$ cat src/rtl/jk_bank_arbiter.sv
// Two-requester round-robin arbiter that owns a bank of WIDTH JK flip-flops.
// Each grant runs one masked JK command, then holds ACK until the request drops.

module jk_bank_cell (
    input  logic       q,
    input  logic       sel,
    input  logic [1:0] op,
    output logic       q_next
);
    always_comb begin
        q_next = q;
        if (sel) begin
            case (op)
                2'b01:   q_next = 1'b0;
                2'b10:   q_next = 1'b1;
                2'b11:   q_next = ~q;
                default: q_next = q;
            endcase
        end
    end
endmodule

module jk_bank_arbiter #(
    parameter int WIDTH = 8
) (
    input  logic             CLK,
    input  logic             RESET,
    input  logic             REQ0,
    input  logic [1:0]       OP0,
    input  logic [WIDTH-1:0] MASK0,
    input  logic             REQ1,
    input  logic [1:0]       OP1,
    input  logic [WIDTH-1:0] MASK1,
    output logic             ACK0,
    output logic             ACK1,
    output logic [1:0]       GNT,
    output logic             BUSY,
    output logic [WIDTH-1:0] Q
);
    typedef enum logic [1:0] {IDLE = 2'd0, EXEC = 2'd1, DONE = 2'd2} state_t;

    state_t           state_q, state_d;
    logic [1:0]       gnt_q, gnt_d;
    logic             last_q, last_d;
    logic [1:0]       op_q, op_d;
    logic [WIDTH-1:0] mask_q, mask_d;
    logic [WIDTH-1:0] q_q, q_d;
    logic [WIDTH-1:0] q_upd;
    logic             pick1;

    for (genvar g = 0; g < WIDTH; g++) begin : g_cell
        jk_bank_cell u_cell (
            .q      (q_q[g]),
            .sel    (mask_q[g]),
            .op     (op_q),
            .q_next (q_upd[g])
        );
    end

    always_ff @(posedge CLK) begin
        if (RESET) begin
            state_q <= IDLE;
            gnt_q   <= 2'b00;
            last_q  <= 1'b1;
            op_q    <= 2'b00;
            mask_q  <= '0;
            q_q     <= '0;
        end else begin
            state_q <= state_d;
            gnt_q   <= gnt_d;
            last_q  <= last_d;
            op_q    <= op_d;
            mask_q  <= mask_d;
            q_q     <= q_d;
        end
    end

    always_comb begin
        state_d = state_q;
        gnt_d   = gnt_q;
        last_d  = last_q;
        op_d    = op_q;
        mask_d  = mask_q;
        q_d     = q_q;
        // Requester 1 wins alone, or on a tie when requester 0 was served last.
        pick1   = REQ1 && (!REQ0 || !last_q);
        case (state_q)
            IDLE: begin
                if (REQ0 || REQ1) begin
                    state_d = EXEC;
                    gnt_d   = pick1 ? 2'b10 : 2'b01;
                    last_d  = pick1;
                    op_d    = pick1 ? OP1 : OP0;
                    mask_d  = pick1 ? MASK1 : MASK0;
                end
            end
            EXEC: begin
                q_d     = q_upd;
                state_d = DONE;
            end
            DONE: begin
                if (!(gnt_q[0] ? REQ0 : REQ1)) begin
                    state_d = IDLE;
                    gnt_d   = 2'b00;
                end
            end
            default: state_d = IDLE;
        endcase
    end

    always_comb begin
        ACK0 = (state_q == DONE) && gnt_q[0];
        ACK1 = (state_q == DONE) && gnt_q[1];
        GNT  = gnt_q;
        BUSY = (state_q != IDLE);
        Q    = q_q;
    end
endmodule

$ cat config.mk
export PLATFORM = sky130hd
export DESIGN_NAME = jk_bank_arbiter
export DESIGN_NICKNAME = d
export VERILOG_FILES = /design/src/rtl/jk_bank_arbiter.sv
export SDC_FILE = /design/constraint.sdc
export NUM_CORES = 1
export LEC_CHECK = 0
export CAP_MARGIN = 25
export CELL_PAD_IN_SITES_DETAIL_PLACEMENT = 0
export CELL_PAD_IN_SITES_GLOBAL_PLACEMENT = 1
export CORE_ASPECT_RATIO = 0.5
export CORE_UTILIZATION = 36
export CTS_BUF_LIST = sky130_fd_sc_hd__clkbuf_4 sky130_fd_sc_hd__clkbuf_8
export CTS_CLUSTER_DIAMETER = 100
export DETAILED_ROUTE_END_ITERATION = 8
export GPL_TIMING_DRIVEN = 1
export PLACE_DENSITY_LB_ADDON = 0.3
export SYNTH_ARGS = -nofsm -noshare
export SYNTH_HDL_FRONTEND = slang
export SYNTH_SLANG_ARGS = --single-unit
$ cat constraint.sdc
create_clock -name CLK -period 2.41 [get_ports CLK]
set_input_delay 0.482 -clock CLK [delete_from_list [all_inputs] [get_ports CLK]]
set_output_delay 0.482 -clock CLK [all_outputs]
set_load 0.02 [all_outputs]
==> results of run 1 <==
## per-layer routing
| metal | share of wire, % | GRT usage, % |
|---|---|---|
| met5 | 0 | 0 |
| met4 | 0.21 | 1.339 |
| met3 | 7.4 | 6.222 |
| met2 | 44 | 27.35 |
| met1 | 49 | 26.27 |
## kinds of logic (layout without fill, tap and decap cells)
kind of cell / Yosys count / count (layout) / share of synthesized area [%]
AND/OR/NAND/NOR: 43 / 43 / 22.67
AO/OA/AOI/OAI: 42 / 42 / 22.67
flip-flops: 23 / 23 / 41.91
buffers and inverters: 22 / 51 / 11.73
multiplexers: 1 / 1 / 1.025
## state kept, by name, indices dropped and copies added, names as in the netlist
name / cells
op_q: 2
mask_q: 8
last_q: 1
GNT: 2
state_q: 2
Q: 8
## cell type report
class                           count  area share (%)
Multi-Input combinational cell     86           34.26
Timing Repair Buffer               42           27.27
Sequential cell                    23           30.98
Tap cell                           37           3.114
Clock inverter                      1          0.3367
Inverter                            5           1.263
Clock buffer                        3           2.778
## cells in the mapped netlist
| library cell | instances |
|---|---|
| nand3b_1 | 5 |
| nor3_1 | 1 |
| buf_4 | 10 |
| and3b_1 | 1 |
| clkbuf_1 | 5 |
| dfxtp_1 | 23 |
| buf_2 | 1 |
| buf_6 | 1 |
| nand3_1 | 20 |
| o221ai_1 | 2 |
| a211o_1 | 1 |
| or2_1 | 1 |
| nor2b_1 | 2 |
| and2_1 | 3 |
| nor3b_2 | 2 |
| a311oi_1 | 4 |
| a21oi_1 | 11 |
| a31oi_1 | 10 |
| nand2b_1 | 2 |
| mux2_2 | 1 |
| nand2_1 | 3 |
| nor2_1 | 3 |
| o21ai_0 | 14 |
| inv_1 | 5 |
## worst paths after layout
kind / startpoint / end / cells after the start
max: state_q[1] / ACK0 / 3
min: mask_q[0] / Q[0] / 1
max reg2reg: state_q[0] / Q[1] / 3
min reg2reg: mask_q[0] / Q[0] / 1
## through the flow
stage / hold WS (ns) / instances
6_report: 0.4771 / 197
5_1_grt: 0.5006 / 197
4_1_cts: 0.4779 / 197
3_5_place_dp: 0.4660 / 193
3_3_place_gp: 0.4587 / 193
2_1_floorplan: 0.4411 / 131
## power groups by stage
stage	registers [uW]	logic (uW)	clock network, uW
2_1_floorplan	434	93.9	0
3_3_place_gp	435	176	0
3_5_place_dp	436	177	0
4_1_cts	427	178	245
5_1_grt	431	194	269
6_report	427	179	239
==> metrics.md, run 1 <==
| Metric | Value |
|---|---|
| CP top delay family | buffers and inverters |
| Hold_buf cts | 0 |
| Drt wl/cell | 14.32 um |
| Post-layout min period | 2.220 ns |
| Mean Syn Cell Area | 8.386 sq um |
| Gpl congestion | 0.8120 |
| Clock sink count | 23 |
| TNS Setup | 0 ns |
| Layout Area Growth over Synthesis | 35.31% |
| Worst EP required | 1.93 ns |
| Area of the multi-input gates | 509.2 sq um |
| Routed WL | 2.822 mm |
| Fin worst setup slack | 0.1895 ns |
| Finished Core Util | 54.07% |
| CORE AREA | 2749 sq um |
| Worst setup SP type | register |
| Sequential cell area | 460.4 sq um |
| Top cells by area, synth | dfxtp_1, nand3_1, buf_4, o21ai_0, a31oi_1 |
| Crit-path max FO | 8 |
| Critical path data arrival time | 1.74 ns |
| Mapped Area | 1099 sq um |
| Vias per cell | 5.396 |
| Yosys cell types | 24 |
| Vias after detailed routing | 1,063 |
| First-pass GRT wire length | 4.243 mm |
| Crit share post-route | 92.14% |
| F_max | 450.4 MHz |
| Die height | 41.06 um |
| Worst-path clk slew | 0.08 ns |
| Total global-route track usage | 18.30% |
| Crit path largest cell delay | 0.60 ns |
| Final Power | 845.8 uW |
| Post-synthesis sequential area ratio | 41.91% |
| Syn nets | 155 |
| Critical path's slowest cell | clkdlybuf4s50_1 |
| Layout cells sized above 1 | 8.125% |
| Total CTS buffers | 3 |
| Die width | 80.12 um |
| TritonRoute pass-1 iters | 4 |
| Commonest cells after routing, fill and taps aside | clkdlybuf4s50_1, dfxtp_1, nand3_1 |
| Leakage | 0.0005108 uW |
| Clk_skew | 0.0006923 ns |
| Number of global-route vias before repair | 818 |
| Unrepaired setup endpoints after global routing | false |
| Placement Rows | 13 |
| Worst slack, placed | 0.4896 ns |
| Die footprint | 3290 sq um |
| Worst path cell trace | nor2b_1 > and2_1 > clkdlybuf4s50_1 |
| Most common cell after layout, fill and taps aside | clkdlybuf4s50_1 |
| Clock Path Buffers | 2 |
| Yosys reg bits | 23 |
| Switching share of power | 27.81% |
| Post-synth top area share | 41.91% |
| Final setup viols | 0 |
| PortBufs | 36 |
| Initial antenna violation count | 0 |
| Worst slew pin tran | 0.4349 ns |
| Maximum vdd drop | 0.0003410 V |
| CP endpoint kind | primary output |
| DRC violations left | 0 |
| Fill count | 272 |
| Cell count after synthesis | 131 |
| Worst rel slew slack | 70.94% |
| Synth Warn # | 0 |
| Worst hold path class | reg2reg |
| Routed Antenna Nets | 0 |
| Final hold vios | 0 |
| Buffer count from post-CTS setup fixing | 0 |
| Switch Pwr | 235.2 uW |
| Clock power share | 28.3% |
| Biggest area consumer among synthesized cells | dfxtp_1 |
| FF-to-FF setup slack | 1.04 ns |
| CTS H-tree depth | 1 |
| Comb power frac | 21.2% |
| Crit Path Class | reg2out |
| Cell area after layout | 1486 sq um |
| Slew Viols, Final | 0 |
| Ant diodes | 0 |
| Clk root buf | clkbuf_8 |
| Ports | 37 |
| GR Overflow Total | 0 |
| Fin nets | 185 |
| Status | complete, no violations |
| Later-pin clock latency in the skew report | 0.26 ns |
| TritonCTS clock tree | done |
| DRT iter0 DRCs | 108 |
| Largest net degree at the start of global routing | 18 |
| WP buf/inv | 1 |
| Pwr dens | 569.0 nW/um^2 |
| Post-CTS sizing | 0 |
| Max_cap viols | 0 |
| DP Wirelength | 1.987 mm |
| Flop pwr share | 50.5% |
| Dpl cell area | 1440 sq um |
| Internal Pwr Total | 610.6 uW |
| Initial Util | 39.96% |
Note: power is estimated with default switching activity, not from simulation.
==> inputs of run 2 (changes only) <==
TNS_END_PERCENT = 50   (was default)
==> results of run 2 <==
No change in the layout: final DEF, timing and power equal those of run 1.
==> inputs of run 3 (changes only) <==
CTS_CLUSTER_DIAMETER = default   (was 100)
PLACE_DENSITY = 0.92   (was default)
PLACE_DENSITY_LB_ADDON = default   (was 0.3)
==> run 3 against run 2 <==
Compared with the run above:
- critical path depth is the same
- cell area down 0.51%
- non-clock buffer count is 1 lower
- highest routed layer unchanged
- via count increased by 0.75%
- count of clock-buffer cells in the layout unchanged
- critical endpoint unchanged
- final cell count shrank 0.51%
- critical path type unchanged
- largest cell class unchanged
- clock power about the same
- hold slack gained 0.0018 ns
- combinational power fell by 3%
- largest power group unchanged
- global-route usage fell by 0.31 points
- register-to-register slack better by 0.04 ns
==> metrics.md, run 3 (same netlist as run 1, synthesis figures left out) <==
| Metric | Value |
|---|---|
| Status | complete, no violations |
| Vias per cell | 5.464 (+1.3%) |
| Number of global-route vias before repair | 949 (+16%) |
| Initial Util | 39.96% (unchanged) |
| Max_cap viols | 0 (unchanged) |
| CORE AREA | 2749 sq um (unchanged) |
| TNS Setup | 0 ns (unchanged) |
| Final hold vios | 0 (unchanged) |
| DRC violations left | 0 (unchanged) |
| Critical path data arrival time | 1.69 ns (-0.05 ns) |
| PortBufs | 36 (unchanged) |
| Vias after detailed routing | 1,071 (+0.75%) |
| Commonest cells after routing, fill and taps aside | clkdlybuf4s50_1, dfxtp_1, nand3_1 |
| GR Overflow Total | 0 (unchanged) |
| F_max | 460.0 MHz (+2.2%) |
| Worst slew pin tran | 0.7387 ns (+0.3038 ns) |
| Final Power | 840.6 uW (-0.62%) |
| Met1 Usage GRT | 21.41% (-4.9 points) |
| Largest net degree at the start of global routing | 21 (+3) |
| Worst rel slew slack | 50.60% (-20 points) |
| Crit Path Class | reg2out |
| Most common cell after layout, fill and taps aside | clkdlybuf4s50_1 |
| Worst hold path class | reg2reg |
| Ant diodes | 0 (unchanged) |
| Ports | 37 (unchanged) |
| Worst-path clk slew | 0.08 ns (about the same) |
| TritonRoute pass-1 iters | 4 (unchanged) |
| Slew Viols, Final | 0 (unchanged) |
| Clk_skew | 0.007248 ns (+0.006556 ns) |
| Dpl cell area | 1433 sq um (-0.52%) |
| Maximum vdd drop | 0.0002216 V (-35%) |
| CTS H-tree depth | 1 (unchanged) |
| Clk root buf | clkbuf_8 |
| Unrepaired setup endpoints after global routing | false |
| Global route hottest layer | met2 |
| Later-pin clock latency in the skew report | 0.27 ns (about the same) |
| Leakage | 0.0005057 uW (-0.98%) |
| Post-layout min period | 2.174 ns (-0.04675 ns) |
| Clock Path Buffers | 2 (unchanged) |
| Finished Core Util | 53.80% (-0.27 points) |
| Die width | 80.12 um (unchanged) |
| R2R cell count | 3 (unchanged) |
| Fill count | 252 (-7.4%) |
| First-pass GRT wire length | 4.278 mm (+0.82%) |
| Initial antenna violation count | 0 (unchanged) |
| CP endpoint kind | primary output |
| Total CTS buffers | 3 (unchanged) |
| Grt met2 use | 32.48% (+5.1 points) |
| Routed Antenna Nets | 0 (unchanged) |
| Fin worst setup slack | 0.2363 ns (+0.04675 ns) |
| Total global-route track usage | 17.99% (-0.31 points) |
| Met3 Usage GRT | 5.333% (-0.89 points) |
| Final setup viols | 0 (unchanged) |
| Hold path endpoint | Q[1] |
| WHS Path Cells | 1 (unchanged) |
| Routed WL | 2.661 mm (-5.7%) |
| TritonCTS clock tree | done |
| Post-CTS sizing | 0 (unchanged) |
| Placement Rows | 13 (unchanged) |
| DRT iter0 DRCs | 100 (-7.4%) |
| RR Endpoint | Q[3] |
| Clock sink count | 23 (unchanged) |
| Hold_buf cts | 0 (unchanged) |
| R2r startpoint | state_q[0] |
| Die footprint | 3290 sq um (unchanged) |
| Cell area after layout | 1479 sq um (-0.51%) |
| Layout Area Growth over Synthesis | 34.62% |
| Drt wl/cell | 13.58 um (-5.2%) |
| Worst slack, placed | 0.5061 ns (+0.01650 ns) |
| FF-to-FF setup slack | 1.08 ns (+0.04 ns) |
| Hold Crit Start | Q[1] |
| Crit share post-route | 90.20% (-1.9 points) |
| Pwr dens | 568.4 nW/um^2 (-0.12%) |
| Crit-path max FO | 8 (unchanged) |
| Die height | 41.06 um (unchanged) |
| Layout cells sized above 1 | 7.547% (-0.58 points) |
| Worst setup SP type | register |
| Buffer count from post-CTS setup fixing | 0 (unchanged) |
| Worst EP required | 1.93 ns (about the same) |
| Gpl congestion | 0.7516 (-7.4%) |
| Fin nets | 184 (-0.54%) |
| DP Wirelength | 1.939 mm (-2.4%) |
==> run 3: report_power, final <==
part           leakage, uW  switching [uW]  internal [uW]
clock            0.0000255             125            116
sequential        0.000188            21.3            405
combinational     0.000292            85.2           87.6
==> run 3: worst max path at each step <==
stage | startpoint | endpoint | slack, ns
after floorplan | state_q[1] | ACK0 | 1.08
after global placement | REQ0 | mask_q[6] | 0.54
after detailed placement | REQ0 | mask_q[5] | 0.51
after CTS | state_q[1] | ACK0 | 0.24
after global routing | state_q[1] | ACK0 | 0.13
final | state_q[1] | ACK0 | 0.24
==> run 3: area by class of cell <==
type	instances	area (sq um)	share of cell area, %
Timing Repair Buffer	41	397.9	26.90
Multi-Input combinational cell	86	509.2	34.43
Clock inverter	1	5.005	0.3384
Inverter	5	18.77	1.269
Clock buffer	3	41.29	2.792
Tap cell	37	46.29	3.130
Sequential cell	23	460.4	31.13
==> run 3: routing by layer <==
metal	part of all wire, %	vias up
met5	0	-
met4	0.75	0
met3	4.5	5
met2	46	27
met1	48	511
li1	-	528
==> run 3: metrics by stage <==
step	hold slack (ns)	std cells
final	0.4789	196
after global routing	0.5052	196
after CTS	0.4808	196
after detailed placement	0.4639	192
after global placement	0.4649	192
after floorplan	0.4411	131
==> run 3: worst max-delay path: stages (launching register included) <==
cell             delay [ns]
dfxtp_1                0.46
nor2b_1                0.23
and2_1                 0.14
clkdlybuf4s50_1        0.59
